==> src/rtl/boot_loader_ctrl.sv <==
// Boot loader controller: owns the program/data RAM port while the CPU is
// held in reset, streams words from the loader handshake into consecutive
// RAM addresses (wrapping at DEPTH), then hands the port back to the CPU
// bus and releases CPU reset.
module boot_loader_ctrl #(
  parameter int DATA_W = 16,
  parameter int ADDR_W = 8
) (
  input  logic              clk,
  input  logic              rst,
  input  logic              start,
  input  logic              abort,
  input  logic [ADDR_W-1:0] base,
  input  logic [ADDR_W:0]   len,
  input  logic              in_valid,
  input  logic [DATA_W-1:0] in_data,
  output logic              in_ready,
  output logic              ram_sel,
  output logic [ADDR_W-1:0] ram_addr,
  output logic [DATA_W-1:0] ram_wdata,
  output logic              ram_we,
  output logic              cpu_rst,
  output logic              busy,
  output logic              done,
  output logic              err,
  output logic [ADDR_W:0]   words_loaded
);

  // DEPTH and the constant one, sized to the word-count width.
  localparam logic [ADDR_W:0] DEPTH = {1'b1, {ADDR_W{1'b0}}};
  localparam logic [ADDR_W:0] ONE_W = {{ADDR_W{1'b0}}, 1'b1};

  typedef enum logic [2:0] {
    S_IDLE,
    S_ARM,
    S_LOAD,
    S_FLUSH,
    S_RELEASE
  } state_e;

  state_e              state_q, state_d;
  logic [ADDR_W-1:0]   base_q, base_d;
  logic [ADDR_W:0]     len_q, len_d;
  logic [ADDR_W:0]     words_q, words_d;
  logic                err_q, err_d;
  logic                cpu_rst_q, cpu_rst_d;
  logic                ram_we_q, ram_we_d;
  logic [ADDR_W-1:0]   ram_addr_q, ram_addr_d;
  logic [DATA_W-1:0]   ram_wdata_q, ram_wdata_d;

  logic                len_legal;
  logic [ADDR_W:0]     words_inc;

  assign len_legal = (len != '0) && (len <= DEPTH);
  assign words_inc = words_q + ONE_W;

  // Next-state, handshake and RAM-write decode.
  always_comb begin
    // NOTE: every signal written here gets a default first, so no path
    // through the case leaves one unassigned and no latch is inferred.
    state_d     = state_q;
    base_d      = base_q;
    len_d       = len_q;
    words_d     = words_q;
    err_d       = err_q;
    cpu_rst_d   = cpu_rst_q;
    ram_we_d    = 1'b0;
    ram_addr_d  = ram_addr_q;
    ram_wdata_d = ram_wdata_q;
    in_ready    = 1'b0;
    ram_sel     = 1'b0;
    busy        = 1'b0;
    done        = 1'b0;

    unique case (state_q)
      S_IDLE: begin
        if (start) begin
          if (len_legal) begin
            state_d   = S_ARM;
            base_d    = base;
            len_d     = len;
            words_d   = '0;
            err_d     = 1'b0;
            cpu_rst_d = 1'b1;
          end else begin
            // Bad length: flag it, leave everything else untouched.
            err_d = 1'b1;
          end
        end
      end

      S_ARM: begin
        ram_sel = 1'b1;
        busy    = 1'b1;
        if (abort) begin
          state_d   = S_IDLE;
          err_d     = 1'b1;
          cpu_rst_d = 1'b1;
        end else begin
          state_d = S_LOAD;
        end
      end

      S_LOAD: begin
        ram_sel  = 1'b1;
        busy     = 1'b1;
        in_ready = !abort;
        if (abort) begin
          // The write registered last cycle still lands this cycle.
          state_d   = S_IDLE;
          err_d     = 1'b1;
          cpu_rst_d = 1'b1;
        end else if (in_valid) begin
          ram_we_d    = 1'b1;
          ram_addr_d  = base_q + words_q[ADDR_W-1:0];
          ram_wdata_d = in_data;
          words_d     = words_inc;
          if (words_inc == len_q) begin
            state_d = S_FLUSH;
          end
        end
      end

      S_FLUSH: begin
        // Last write is on the port now; CPU reset drops with the hand-back.
        ram_sel   = 1'b1;
        busy      = 1'b1;
        cpu_rst_d = 1'b0;
        state_d   = S_RELEASE;
      end

      S_RELEASE: begin
        done    = 1'b1;
        state_d = S_IDLE;
      end

      default: begin
        state_d = S_IDLE;
      end
    endcase
  end

  // State and datapath registers with synchronous reset.
  always_ff @(posedge clk) begin
    // NOTE: sequential state uses non-blocking assignments so every register
    // samples the pre-edge values regardless of statement order.
    if (rst) begin
      state_q     <= S_IDLE;
      base_q      <= '0;
      len_q       <= '0;
      words_q     <= '0;
      err_q       <= 1'b0;
      cpu_rst_q   <= 1'b1;
      ram_we_q    <= 1'b0;
      ram_addr_q  <= '0;
      ram_wdata_q <= '0;
    end else begin
      state_q     <= state_d;
      base_q      <= base_d;
      len_q       <= len_d;
      words_q     <= words_d;
      err_q       <= err_d;
      cpu_rst_q   <= cpu_rst_d;
      ram_we_q    <= ram_we_d;
      ram_addr_q  <= ram_addr_d;
      ram_wdata_q <= ram_wdata_d;
    end
  end

  assign ram_we       = ram_we_q;
  assign ram_addr     = ram_addr_q;
  assign ram_wdata    = ram_wdata_q;
  assign cpu_rst      = cpu_rst_q;
  assign err          = err_q;
  assign words_loaded = words_q;

endmodule
==> config.mk <==
export PLATFORM = sky130hd
export DESIGN_NAME = boot_loader_ctrl
export DESIGN_NICKNAME = d
export VERILOG_FILES = /design/src/rtl/boot_loader_ctrl.sv
export SDC_FILE = /design/constraint.sdc
export NUM_CORES = 1
export LEC_CHECK = 0
export CELL_PAD_IN_SITES_DETAIL_PLACEMENT = 1
export CELL_PAD_IN_SITES_GLOBAL_PLACEMENT = 1
export CORE_AREA = 2 2 92 94
export DETAILED_ROUTE_END_ITERATION = 10
export DIE_AREA = 0 0 94 96
export PLACE_DENSITY = 0.85
export SYNTH_ARGS = -nofsm -noshare
export SYNTH_HDL_FRONTEND = slang
export SYNTH_SLANG_ARGS = --single-unit
==> constraint.sdc <==
create_clock -name clk -period 2.8 [get_ports clk]
set_clock_uncertainty 0.1 [all_clocks]
set_input_delay 0.42 -clock clk [delete_from_list [all_inputs] [get_ports clk]]
set_output_delay 0.42 -clock clk [all_outputs]
set_load 0.01 [all_outputs]
==> flow_metrics.tcl, run 1 <==
set metrics [dict create \
    viasPerCell 5.21 \
    hold_violations 0 \
    crit-reg2reg-launch "words_loaded[0]" \
    ys.flop_type "dfxtp_1" \
    crit_required_ns 2.28 \
    antenna_left 0 \
    p_leak_uw 0.00139 \
    finalPower_uw 1520 \
    irDropWorstVdd_mv 0.262 \
    drt-wirelength-per-cell_um 15.9 \
    max_freq_mhz 404 \
    cts.sinks 56 \
    rsz0062_at_grt "false" \
    cts_made_buffers 5 \
    clockBufferDepth 2 \
    timing.slew.headroom_pct 59.9 \
    nFillCells 959 \
    ys_seq_area_share_pct 41.2 \
    post-cts-setup-buffers 0 \
    whs_ns 0.359 \
    powerDensity_nw_per_um2 415 \
    grt_max_degree 34 \
    hold_class "flop to flop" \
    crit_arrival_ns 1.96 \
    synthDistinctLibCells 50 \
    post-route-period-util_pct 88.4 \
    hold_start "ram_addr[3]" \
    worstMarginPinSlew_ns 0.602 \
    cts_tree "yes" \
    r2r_slack_ns 0.34 \
    clkLatencyLatePin_ns 0.31 \
    crit_type "input port to primary output" \
    setup.worst_path.start_class "input port" \
    dieHeight_um 96 \
    endpoint_kind "primary output" \
    hpwl_mm 5.71 \
    core_area_um2 8050 \
    grt_pass1_vias 2606 \
    diodes 0 \
    synth_edf_count 0 \
    status "finished, final reports clean" \
    post-route-util_pct 45.4 \
    r2r-end "state_q[0]" \
    finalInstanceArea_um2 3660 \
    startpoint "abort" \
    top_level_ports 78 \
    syn_to_final_growth_pct 34.2 \
    holdPathEnd "ram_addr[3]" \
    antenna_found_initial 0 \
    placed_area_um2 3560 \
    grt-ovfl-total 0 \
    cts-resized-gates 0 \
    synth_cells 317 \
    synth_area_um2 2720 \
    most-common-layout-cells "76 x clkdlybuf4s50_1, 56 x dfxtp_1, 43 x nand2_1" \
    synth-simple-area-share_pct 21.9 \
    synth.mux.area_fraction_pct 6.80 \
    synth_fa_ha_area_share_pct 4.41 \
    multiInputGateArea_um2 1460 \
    grt_use_total_pct 17.5 \
    crit_fanout 5 \
    cap_violations 0 \
    syn_area_per_cell_um2 8.59 \
    ys_warn_count 0 \
    die_x_um 94 \
    synth_fp_nets 364 \
    rr_worst_depth 6 \
    layout.cells.most_common "clkdlybuf4s50_1" \
    min_delay_path_depth 2 \
    synth-xor-area-share_pct 4.82 \
    drt_iter0_markers 90 \
    start_util_pct 33.8 \
    drc 0 \
    fin_crit_ns 2.48 \
    htree_levels 2 \
    dieArea_um2 9020 \
    path_clk_slew_ns 0.10 \
    root_buffer "clkbuf_8" \
    regArea_um2 1120 \
    maxSlewViolCount 0 \
    finalSetupTns_ns 0 \
    ys_seq_elements 56 \
    drt_wl_total_mm 7.80 \
    firstDrtPassIters 4 \
    final_nets 431 \
    num_vias 2553 \
    rows 33 \
    synth_top_family_by_area "simple AND/OR/NAND/NOR gates" \
    port_buffers 77 \
    async_reset_ff_share_pct 0 \
    cts_hold_buf 0 \
    synth-compound-area-share_pct 15.8 \
    setup-violations-final 0 \
    gp_congestion 0.774 \
    grt_pass1_wl_mm 12.6 \
    drive_gt1_share_pct 5.45 \
]
where the power goes:
part	total, uW	internal (uW)	switching [uW]
Clock	473	202	271
Sequential	836	817	18.6
Combinational	208	114	94.2
Total	1520	1130	383
metrics by stage:
stage               cells  setup WS [ns]
floorplan             317          0.617
global placement      482          0.122
detailed placement    482         0.0961
CTS                   490          0.319
global route          490          0.207
finish                490          0.324
layer usage:
metal	global-route usage (%)	vias to the layer above	share of wire, %
met5	0	-	0
met4	6.16	0	1.8
met3	3.60	13	3.6
met2	31.2	51	51
met1	20.9	1253	44
li1	-	1236	-
layout make-up:
class / instances / share of cell area, %
Inverter: 6 / 0.616
Clock buffer: 7 / 2.36
Clock inverter: 1 / 0.205
Multi-Input combinational cell: 232 / 40.0
Sequential cell: 56 / 30.7
Timing Repair Buffer: 83 / 22.5
Tap cell: 105 / 3.59
worst max-delay path by stage:
stage / cells after the start / end
after floorplan: 7 / base_q[4]
after global placement: 6 / words_loaded[0]
after detailed placement: 6 / words_loaded[0]
after CTS: 3 / in_ready
after global routing: 6 / state_q[0]
final: 3 / in_ready
critical path, stage by stage:
cell and delay, ns:
clkdlybuf4s50_1 0.50, nor4b_2 0.42, clkdlybuf4s50_1 0.62
synth_stat cells (2+ instances only):
master / n / area (um2)
xnor2_1: 10 / 87.6
a21oi_1: 32 / 160
a31oi_1: 2 / 12.5
nor3_1: 3 / 15.0
mux2i_1: 17 / 170
nor2_1: 32 / 120
o21a_1: 2 / 15.0
o31ai_1: 4 / 30.0
a311oi_1: 6 / 52.6
or3_1: 2 / 12.5
xor2_1: 5 / 43.8
nor4b_1: 2 / 17.5
inv_1: 6 / 22.5
o211a_1: 2 / 20.0
o21ai_0: 6 / 30.0
nor3b_1: 2 / 15.0
o211ai_1: 2 / 15.0
ha_1: 8 / 100
buf_1: 3 / 11.3
dfxtp_1: 56 / 1120
a211oi_1: 5 / 37.5
a21o_1: 2 / 15.0
nor2b_1: 2 / 12.5
buf_2: 3 / 15.0
nand2b_1: 5 / 31.3
buf_6: 3 / 33.8
nand3_1: 9 / 45.0
nand4_1: 4 / 25.0
clkbuf_1: 13 / 48.8
and3_1: 4 / 25.0
and2_1: 4 / 25.0
nand2_1: 43 / 161
logic make-up after synthesis:
| kind of cell | after synthesis |
|---|---|
| multiplexers | 18 |
| buffers and inverters | 29 |
| AO/OA/AOI/OAI | 68 |
| AND/OR/NAND/NOR | 122 |
| flip-flops | 56 |
| adder cells (fa/ha/maj) | 9 |
| XOR/XNOR | 15 |
flip-flops by register name, summed over array words and instances (netlist names), 3 cells and up:
name,count
ram_wdata,16
len_q,9
words_loaded,9
base_q,8
ram_addr,8
state_q,3
Power figures use the tool's default switching activity.
==> run 2: changes to the inputs <==
--- a/config.mk
+++ b/config.mk
@@ -11,6 +11,7 @@
 export DETAILED_ROUTE_END_ITERATION = 10
 export DIE_AREA = 0 0 94 96
 export PLACE_DENSITY = 0.85
+export REMOVE_ABC_BUFFERS = 1
 export SYNTH_ARGS = -nofsm -noshare
 export SYNTH_HDL_FRONTEND = slang
 export SYNTH_SLANG_ARGS = --single-unit
==> run 2 against run 1 <==
Total power is 10% higher. Worst hold slack gained 0.0037 ns. Clock power up 32%. Via count about the same. Largest cell class unchanged. Count of clock-buffer cells in the layout down 2. Cell count rose by 0.20%.
==> flow_metrics.tcl, run 2 (synthesis gave the netlist of run 1 again) <==
set metrics [dict create \
    grt-ovfl-total 0 \
    most-common-layout-cells "76 x clkdlybuf4s50_1, 56 x dfxtp_1, 43 x nand2_1" \
    setup.worst_path.start_class "input port" \
    max_stage_delay_ns 0.61 \
    hold_class "flop to flop" \
    viasPerCell 5.20 \
    grt_max_degree 34 \
    firstDrtPassIters 4 \
    grt_use_total_pct 18.1 \
    gp_congestion 0.797 \
    cts.sinks 56 \
    cap_violations 0 \
    powerDensity_nw_per_um2 450 \
    dieHeight_um 96 \
    largest_register_ffs 16 \
    htree_levels 2 \
    grt_pass1_wl_mm 12.9 \
    grt_pass1_vias 2682 \
    syn_to_final_growth_pct 36.1 \
    fin_crit_ns 2.45 \
    port_buffers 77 \
    finalSetupTns_ns 0 \
    cpMaxStageDelayCell "clkdlybuf4s50_1" \
    drc 0 \
    cts-resized-gates 0 \
    cts_tree "yes" \
    setup-violations-final 0 \
    crit_chain "clkdlybuf4s50_1 -> nor4b_2 -> clkdlybuf4s50_1" \
    clockBufferDepth 2 \
    drt_iter0_markers 58 \
    drt_wl_total_mm 7.75 \
    top_level_ports 78 \
    num_vias 2554 \
    post-route-period-util_pct 87.6 \
    die_x_um 94 \
    diodes 0 \
    final_nets 433 \
    crit_type "input port to primary output" \
    rsz0062_at_grt "false" \
    dieArea_um2 9020 \
    antenna_left 0 \
    drive_gt1_share_pct 5.96 \
    path_clk_slew_ns 0.10 \
    root_buffer "clkbuf_8" \
    cts_made_buffers 5 \
    antenna_found_initial 0 \
    rows 33 \
    clkLatencyLatePin_ns 0.31 \
    post-cts-setup-buffers 0 \
    status "finished, final reports clean" \
    core_area_um2 8050 \
    hpwl_mm 5.69 \
    cts_hold_buf 0 \
    post-route-util_pct 46.0 \
    worstMarginPinSlew_ns 0.510 \
    p_leak_uw 0.00142 \
    maxSlewViolCount 0 \
    crit_arrival_ns 1.93 \
    r2r_slack_ns 0.37 \
    layout.cells.most_common "clkdlybuf4s50_1" \
    hold_violations 0 \
    irDropWorstVdd_mv 0.209 \
    crit_fanout 5 \
    crit_path_frequent_cell "clkdlybuf4s50_1" \
    drt-wirelength-per-cell_um 15.8 \
    crit_required_ns 2.28 \
    max_freq_mhz 407 \
    start_util_pct 33.8 \
    endpoint_kind "primary output" \
    finalInstanceArea_um2 3710 \
    placed_area_um2 3580 \
    timing.slew.headroom_pct 66.0 \
]
## run 2: area by class of cell
| cell class | instances | area [um2] |
|---|---|---|
| clock buffer | 5 | 68.8 |
| inverter | 6 | 22.5 |
| tap | 105 | 131 |
| fill | 957 | 4350 |
| timing repair buffer | 85 | 838 |
| multi-input combinational | 232 | 1460 |
| clock inverter | 2 | 60.1 |
| sequential | 56 | 1120 |
## run 2: stage by stage
stage                     setup slack [ns]  hold WS [ns]  power, uW  instances
final                                0.346         0.363       1670        491
after global routing                 0.184         0.393       1730        491
after CTS                            0.329         0.367       1690        491
after detailed placement            0.0723         0.352       1070        484
after global placement               0.133         0.343       1060        484
after floorplan                      0.167         0.368        941        294
## run 2: critical path: cells and delay by family
kind | cells | cell delay, ns
buffers and inverters | 2 | 1.12
AND/OR/NAND/NOR | 1 | 0.39
## run 2: power by group
part	internal [uW]	switching [uW]	total, uW	leakage [uW]
Combinational	115	96.3	211	0.000899
Sequential	817	18.9	836	0.000453
Clock	352	270	622	0.0000642
## run 2: final timing paths
kind,start,end,cells past startpoint
hold / removal,ram_wdata[14],ram_wdata[14],2
setup reg to reg,words_loaded[0],state_q[0],6
hold reg to reg,ram_wdata[14],ram_wdata[14],2
setup / recovery,abort,in_ready,3
## run 2: metal layers
layer	track usage, %	part of all wire, %
met1	21.9	44
met2	32.3	50
met3	3.76	4.5
met4	5.19	1.4
met5	0	0
